File: config.mk
export PLATFORM = sky130hd
export DESIGN_NAME = fm0_fifo_tx
export DESIGN_NICKNAME = d
export VERILOG_FILES = /design/src/rtl/fm0_fifo_tx.sv
export SDC_FILE = /design/constraint.sdc
export NUM_CORES = 1
export LEC_CHECK = 0
export CAP_MARGIN = 15
export CELL_PAD_IN_SITES_DETAIL_PLACEMENT = 0
export CELL_PAD_IN_SITES_GLOBAL_PLACEMENT = 1
export CORE_ASPECT_RATIO = 1.5
export CORE_MARGIN = 4
export CORE_UTILIZATION = 45
export CTS_BUF_LIST = sky130_fd_sc_hd__clkbuf_8
export DETAILED_ROUTE_END_ITERATION = 8
export PLACE_DENSITY_LB_ADDON = 0.1
export SKIP_LAST_GASP = 1
export SLEW_MARGIN = 5
export SYNTH_ARGS = -nofsm -noshare
export SYNTH_HDL_FRONTEND = slang
export SYNTH_SLANG_ARGS = --single-unit
export TNS_END_PERCENT = 20
File: constraint.sdc
create_clock -name clk -period 2.3 [get_ports clk]
set_input_delay 0.46 -clock clk [delete_from_list [all_inputs] [get_ports clk]]
set_output_delay 0.46 -clock clk [all_outputs]
set_load 0.1 [all_outputs]
File: src/rtl/fm0_fifo_tx.sv
// Gen2 FM0 backscatter transmitter fed from the read side of an 8-bit FIFO.
// Sends the preamble, N prefetched bytes MSB-first, then the dummy-1 symbol.
module fm0_fifo_tx #(
    parameter int HALF_BIT = 4
) (
    input  logic       clk,
    input  logic       reset,
    input  logic       start,
    input  logic [7:0] byte_count,
    input  logic       fifo_empty,
    input  logic [7:0] fifo_data,
    output logic       fifo_read,
    output logic       tx_out,
    output logic       tx_en,
    output logic       busy,
    output logic       done,
    output logic       underrun
);

    typedef enum logic [1:0] {IDLE, PREAMBLE, DATA, DUMMY} state_t;

    localparam int             HBW             = (HALF_BIT > 1) ? $clog2(HALF_BIT) : 1;
    localparam logic [HBW-1:0] HB_MAX          = HBW'(HALF_BIT - 1);
    localparam logic [11:0]    PREAMBLE_LEVELS = 12'b1101_0010_0011;

    state_t         state;
    logic [HBW-1:0] hb_cnt;
    logic [3:0]     pre_idx;
    logic           half;
    logic [2:0]     bit_idx;
    logic [7:0]     tx_left;
    logic [7:0]     fetch_left;
    logic [7:0]     shift_reg;
    logic [7:0]     hold_reg;
    logic           read_d;

    logic           hb_last;
    logic           read_due;
    logic           starve;
    logic [7:0]     next_byte;

    // A prefetch is due on the first cycle of the last preamble symbol and on the
    // first cycle of each byte's LSB; an empty FIFO at that moment is an underrun.
    // The byte popped one cycle earlier may still be on fifo_data, so it bypasses
    // the holding register when a byte boundary follows immediately.
    always_comb begin
        hb_last  = (hb_cnt == HB_MAX);
        read_due = 1'b0;
        if (hb_cnt == '0 && fetch_left != 8'd0) begin
            if ((state == PREAMBLE && pre_idx == 4'd10) ||
                (state == DATA && bit_idx == 3'd0 && !half)) begin
                read_due = 1'b1;
            end
        end
        fifo_read = read_due && !fifo_empty;
        starve    = read_due && fifo_empty;
        next_byte = read_d ? fifo_data : hold_reg;
    end

    always_ff @(posedge clk) begin
        if (reset) begin
            state      <= IDLE;
            hb_cnt     <= '0;
            pre_idx    <= 4'd0;
            half       <= 1'b0;
            bit_idx    <= 3'd0;
            tx_left    <= 8'd0;
            fetch_left <= 8'd0;
            shift_reg  <= 8'd0;
            hold_reg   <= 8'd0;
            read_d     <= 1'b0;
            tx_out     <= 1'b0;
            tx_en      <= 1'b0;
            busy       <= 1'b0;
            done       <= 1'b0;
            underrun   <= 1'b0;
        end else begin
            done   <= 1'b0;
            read_d <= fifo_read;
            if (read_d) begin
                hold_reg <= fifo_data;
            end
            if (fifo_read) begin
                fetch_left <= fetch_left - 8'd1;
            end

            if (state == IDLE) begin
                if (start) begin
                    state      <= PREAMBLE;
                    hb_cnt     <= '0;
                    pre_idx    <= 4'd0;
                    half       <= 1'b0;
                    tx_left    <= byte_count;
                    fetch_left <= byte_count;
                    tx_out     <= PREAMBLE_LEVELS[11];
                    tx_en      <= 1'b1;
                    busy       <= 1'b1;
                    underrun   <= 1'b0;
                end
            end else if (starve) begin
                state    <= IDLE;
                hb_cnt   <= '0;
                tx_out   <= 1'b0;
                tx_en    <= 1'b0;
                busy     <= 1'b0;
                underrun <= 1'b1;
            end else if (!hb_last) begin
                hb_cnt <= hb_cnt + HBW'(1);
            end else begin
                hb_cnt <= '0;
                case (state)
                    PREAMBLE: begin
                        if (pre_idx != 4'd11) begin
                            pre_idx <= pre_idx + 4'd1;
                            tx_out  <= PREAMBLE_LEVELS[4'd10 - pre_idx];
                        end else begin
                            half   <= 1'b0;
                            tx_out <= ~tx_out;
                            if (tx_left == 8'd0) begin
                                state <= DUMMY;
                            end else begin
                                state     <= DATA;
                                shift_reg <= next_byte;
                                bit_idx   <= 3'd7;
                            end
                        end
                    end
                    DATA: begin
                        if (!half) begin
                            half <= 1'b1;
                            if (!shift_reg[bit_idx]) begin
                                tx_out <= ~tx_out;
                            end
                        end else begin
                            half   <= 1'b0;
                            tx_out <= ~tx_out;
                            if (bit_idx != 3'd0) begin
                                bit_idx <= bit_idx - 3'd1;
                            end else begin
                                tx_left <= tx_left - 8'd1;
                                if (tx_left == 8'd1) begin
                                    state <= DUMMY;
                                end else begin
                                    shift_reg <= next_byte;
                                    bit_idx   <= 3'd7;
                                end
                            end
                        end
                    end
                    DUMMY: begin
                        if (!half) begin
                            half <= 1'b1;
                        end else begin
                            half   <= 1'b0;
                            state  <= IDLE;
                            tx_out <= 1'b0;
                            tx_en  <= 1'b0;
                            busy   <= 1'b0;
                            done   <= 1'b1;
                        end
                    end
                    default: state <= IDLE;
                endcase
            end
        end
    end

endmodule

==> results of run 1 <==
## critical path: stages (launching register included)
cell,delay (ns)
dfxtp_4,0.38
inv_1,0.06
ha_1,0.24
and4bb_1,0.24
o21a_4,0.25
nand2_4,0.08
clkinvlp_4,0.09
buf_12,0.17
## how the worst max path moves through the flow
stage	startpoint	slack [ns]	cells past startpoint	to
finish	state[0]$_SDFFE_PP0P_	0.04	7	fifo_read
global route	fetch_left[4]$_SDFF_PP0_	-0.06	5	fifo_read
CTS	bit_idx[0]$_SDFFE_PP0P_	0.006	7	fifo_read
detailed placement	bit_idx[0]$_SDFFE_PP0P_	0.05	7	shift_reg[5]$_SDFFE_PP0P_
global placement	pre_idx[0]$_SDFFE_PP0P_	0.12	7	tx_out$_SDFFE_PP0P_
floorplan	bit_idx[1]$_SDFFE_PP0P_	0.04	7	fifo_read
## cell families (layout without fill, tap and decap cells)
kind of cell               after synthesis  after routing  share of synthesized area
buffers and inverters                   36             82                     0.0508
adders and majority gates               16             16                     0.0695
muxes                                   20             20                     0.0773
and+or+nand+nor                        112            112                      0.214
AOI/OAI and AO/OA                       90             90                      0.220
xor gates and xnor gates                 9              9                     0.0274
DFF                                     49             49                      0.341
## where the power goes
group          switching (mW)  leakage [nW]  internal [mW]
clock network           0.319        0.0518          0.250
registers               0.114         0.401          0.959
logic                   0.764         0.873          0.533
total                    1.20          1.33           1.74
## stage by stage
step           cells  TNS [ns]  setup slack [ns]  utilization  hold WS (ns)
4_1_cts          451         0           0.00629        0.568         0.482
5_1_grt          452   -0.0732           -0.0630        0.572         0.517
6_report         452         0            0.0356        0.572         0.476
3_5_place_dp     443         0            0.0493        0.548         0.460
3_3_place_gp     443         0             0.115        0.548         0.449
2_1_floorplan    332         0            0.0439            -         0.453
## cells in the final DEF (no fill, tap or decap), types with 5 or more instances in the layout
| cell type | count |
|---|---|
| dfxtp_1 | 45 |
| buf_4 | 30 |
| nor2_1 | 23 |
| clkdlybuf4s50_1 | 19 |
| inv_1 | 18 |
| nand3_1 | 16 |
| o21ai_0 | 16 |
| a21oi_1 | 16 |
| nor2b_1 | 15 |
| ha_1 | 15 |
| nand2_1 | 14 |
| mux2i_1 | 11 |
| mux2_2 | 8 |
| a31oi_1 | 6 |
| xor2_1 | 6 |
| clkbuf_8 | 6 |
| or4_1 | 5 |
| nor3_1 | 5 |
## repair_timing
action / CTS / global route
gates cloned: 0 / 0
pin swaps: 1 / 1
endpoints found under the setup margin: 1 / 2
resized for setup: 10 / 4
buffers inserted: 0 / 1
## final cells by class
class                      instances  area, sq um  area share
clock buffer                       6         82.6      0.0234
clock inverter                     2         17.5     0.00496
inverter                          22         86.3      0.0245
multi-input combinational        247         1790       0.506
sequential                        49          988       0.280
tap                               74         92.6      0.0262
timing repair buffer              52          475       0.135
## layer usage
layer | global-route usage | share of wire
met1 | 0.245 | 0.43
met2 | 0.348 | 0.51
met3 | 0.0237 | 0.029
met4 | 0.0881 | 0.032
met5 | 0 | 0
==> flow_summary.toml, run 1 <==
[timing]
drv_slew = 0
finalSetupViolCount = 0
timing.fmax_mhz = 442
min_period_ns = 2.26
fin_skew_ns = 0.0131
rsz0062_at_grt = "true"
period_share = 0.985
worst_slew_pin_slew_ns = 0.642
final-hold-violation-count = 0
slew_headroom = 0.569

[critical_path]
required_ns = 1.84
worstReg2RegStart = "fetch_left[0]$_SDFF_PP0_"
critPathKind = "reg -> out"
r2r_end = "shift_reg[5]$_SDFFE_PP0P_"
worstPathArrival_ns = 1.80
critPathCaptureType = "output pin"
worst_setup_path_start_kind = "register"
reg2regPathDepth = 8
critical_path.max_fanout = 6
r2r_slack_ns = 0.14

[floorplan]
dieHeight_microns = 106
die_area_sq_um = 7770
rows = 35
start_util = 0.466
die_w_microns = 73.3
core-area_sq_um = 6170
num_io_pins = 26

[clocking]
clk_latency_ns = 0.31
cts_tree = "built"
cts-hold-fix-buffers = 0
clock_sinks = 49
cts_buffer_depth = 2
cts_made_buffers = 5
cts.reportedPaths.clkPinSlew_ns = 0.09
h-tree-depth = 2
cts_root_buffer = "clkbuf_8"

[drt]
drc_errors = 0
wl_microns = 7470
firstDrtPassIters = 4
drtIter0Drc = 149
wire_per_inst_microns = 16.5
ant_nets = 0
viasPerCell = 5.80
vias = 2620

[yosys]
ys.flop_type = "dfxtp_1"
ys_ff_latch = 49
syn_nets = 368
synth_edf_count = 0
synth-seq-area-share = 0.341
syn-cell-area_sq_um = 2880
yosysTopAreaCellShare = 0.341
yosys_warnings = 0
synth_common_cells = "dfxtp_1, nor2_1, inv_1"
yosysUniqueCellTypes = 69
synth_area_leaders = "dfxtp_1, ha_1, mux2i_1"
avgSynthCellArea_sq_um = 8.68
synth.most_common_cell = "dfxtp_1"
yosysTopAreaCell = "dfxtp_1"
async_flop_share = 0
syn_inst = 332

[global_routing]
grt_max_degree = 41
grt_overflow = 0
grt_pass1_wl_microns = 12500
grtUsageTotal = 0.202
grt_pass1_vias = 2611
antenna_found_initial = 0

[run]
max_cap_viol_count = 0

[layout]
syn_to_final_growth_pct = 22.6
drive_gt1_frac = 0.183
nets = 413
fillCellCount = 574
fin_area_sq_um = 3530
n_antenna_cell = 0

[worst_hold_path]
whs_path_depth = 1
hold_class = "reg -> reg"
min_to = "underrun$_SDFFE_PP0P_"
hold_start = "underrun$_SDFFE_PP0P_"

[pwr]
vdd_drop_max_mv = 0.348
totalPowerFinal_mw = 2.94
p_leak_nw = 1.33
power_density_nw_per_um2 = 832

[placement]
placed_area_sq_um = 3380
hpwl_microns = 5590
numPortBuffers = 25
gp_congestion = 0.876

[outcome]
status = "finished clean"
(Power assumes the default switching activity.)
==> inputs of run 2 (changes only) <==
- clock period: 2.3 -> 2.42 ns (I/O delays scaled with it)
==> flow_summary.toml, run 2 (synthesized netlist as in run 1, its figures left out) <==
[critical_path]
worst-path-buf-inv = 3
critical-path-top-delay-family = "flip-flops"
critPathCaptureType = "output pin"
cp_common_cell = "inv_1"
critical_path.max_fanout = 7
worst_setup_path_start_kind = "register"
critPathMaxStageDelay_ns = 0.43
cp_cell_sequence = "inv_1 > ha_1 > and4b_1 > o21a_4 > nand2_1 > inv_1 > buf_12"
critPathKind = "reg -> out"
required_ns = 1.94
worstPathArrival_ns = 1.85
cpMaxStageDelayCell = "dfxtp_1"

[timing]
final-hold-violation-count = 0
final.setup.tns_ns = 0
min_period_ns = 2.33
rsz0062_at_grt = "false"
timing.fmax_mhz = 428
worst_slew_pin_slew_ns = 0.633
slew_headroom = 0.574
fin_skew_ns = 0.0111
drv_slew = 0
finalSetupViolCount = 0
period_share = 0.964

[layout]
layout_common_cells = "dfxtp_1, buf_4, nor2_1"
n_antenna_cell = 0
drive_gt1_frac = 0.174
fillCellCount = 594
syn_to_final_growth_pct = 22.5
final_cells = 454
mostFrequentLayoutCell = "dfxtp_1"
nets = 415

[clocking]
h-tree-depth = 2
cts_root_buffer = "clkbuf_8"
cts_made_buffers = 5
cts-hold-fix-buffers = 0
clk_latency_ns = 0.31
cts_tree = "built"
clock_sinks = 49
cts.reportedPaths.clkPinSlew_ns = 0.09
cts_buffer_depth = 2

[floorplan]
dieHeight_microns = 106
start_util = 0.466
die_w_microns = 73.3
rows = 35
num_io_pins = 26
die_area_sq_um = 7770
core-area_sq_um = 6170

[drt]
drc_errors = 0
drtIter0Drc = 196
ant_nets = 0
viasPerCell = 5.83
wire_per_inst_microns = 16.3
wl_microns = 7380
vias = 2645
firstDrtPassIters = 5

[global_routing]
grtUsageTotal = 0.194
grt_pass1_wl_microns = 12100
grt_pass1_vias = 2558
grt_overflow = 0
antenna_found_initial = 0
grt_max_degree = 18

[placement]
gp_congestion = 0.967
numPortBuffers = 25
hpwl_microns = 5570
place_inst = 443

[pwr]
power_density_nw_per_um2 = 809
p_leak_nw = 1.33
vdd_drop_max_mv = 0.422

[run]
max_cap_viol_count = 0

[outcome]
status = "finished clean"

[worst_hold_path]
hold_class = "reg -> reg"
-- run 2: changes by cell type in the layout (fill, tap and decap cells not counted), sizes merged --
| cell | before | now |
|---|---|---|
| clkbuf | 6 | 5 |
| bufinv | 0 | 1 |
| clkinv | 3 | 2 |
| buf | 33 | 35 |
| inv | 20 | 22 |
| clkinvlp | 1 | 0 |
-- run 2: worst paths after layout --
| check | start | end | slack (ns) | depth (start not counted) |
|---|---|---|---|---|
| max | pre_idx[0]$_SDFFE_PP0P_ | fifo_read | 0.09 | 7 |
| max reg2reg | pre_idx[0]$_SDFFE_PP0P_ | tx_out$_SDFFE_PP0P_ | 0.23 | 7 |
| min | underrun$_SDFFE_PP0P_ | underrun$_SDFFE_PP0P_ | 0.48 | 1 |
| min reg2reg | underrun$_SDFFE_PP0P_ | underrun$_SDFFE_PP0P_ | 0.48 | 1 |
-- run 2: timing repair --
item / 4_1_cts / 5_1_grt
pin swaps: 0 / 1
resized for setup: 4 / 6
buffers inserted: 0 / 3
endpoints found under the hold margin: 0 / 0
setup endpoints to repair: 1 / 1
-- run 2: cell type report --
type,instances,area [sq um],area share
Clock buffer,5,68.8,0.0195
Clock inverter,3,47.5,0.0135
Inverter,22,82.6,0.0234
Multi-Input combinational cell,247,1790,0.506
Sequential cell,49,986,0.279
Tap cell,74,92.6,0.0262
Timing Repair Buffer,54,465,0.132
-- run 2: metrics by stage --
stage / hold WS [ns] / power, mW / util / instance area, sq um / setup slack, ns
2_1_floorplan: 0.453 / 1.80 / - / 2880 / 0.0429
3_3_place_gp: 0.450 / 2.18 / 0.543 / 3350 / 0.187
3_5_place_dp: 0.460 / 2.19 / 0.543 / 3350 / 0.187
4_1_cts: 0.482 / 2.82 / 0.564 / 3480 / 0.0142
5_1_grt: 0.503 / 3.02 / 0.572 / 3530 / 0.0100
6_report: 0.479 / 2.85 / 0.572 / 3530 / 0.0860
-- run 2: per-layer routing --
layer	share of wire	wire (microns)	global-route usage
met1	0.42	3130	0.240
met2	0.52	3830	0.339
met3	0.037	276	0.0255
met4	0.019	143	0.0635
met5	0	0	0
-- run 2: where the power goes --
group	internal, mW	total [mW]	switching, mW
logic	0.487	1.21	0.727
registers	0.910	1.02	0.109
clock network	0.316	0.621	0.306
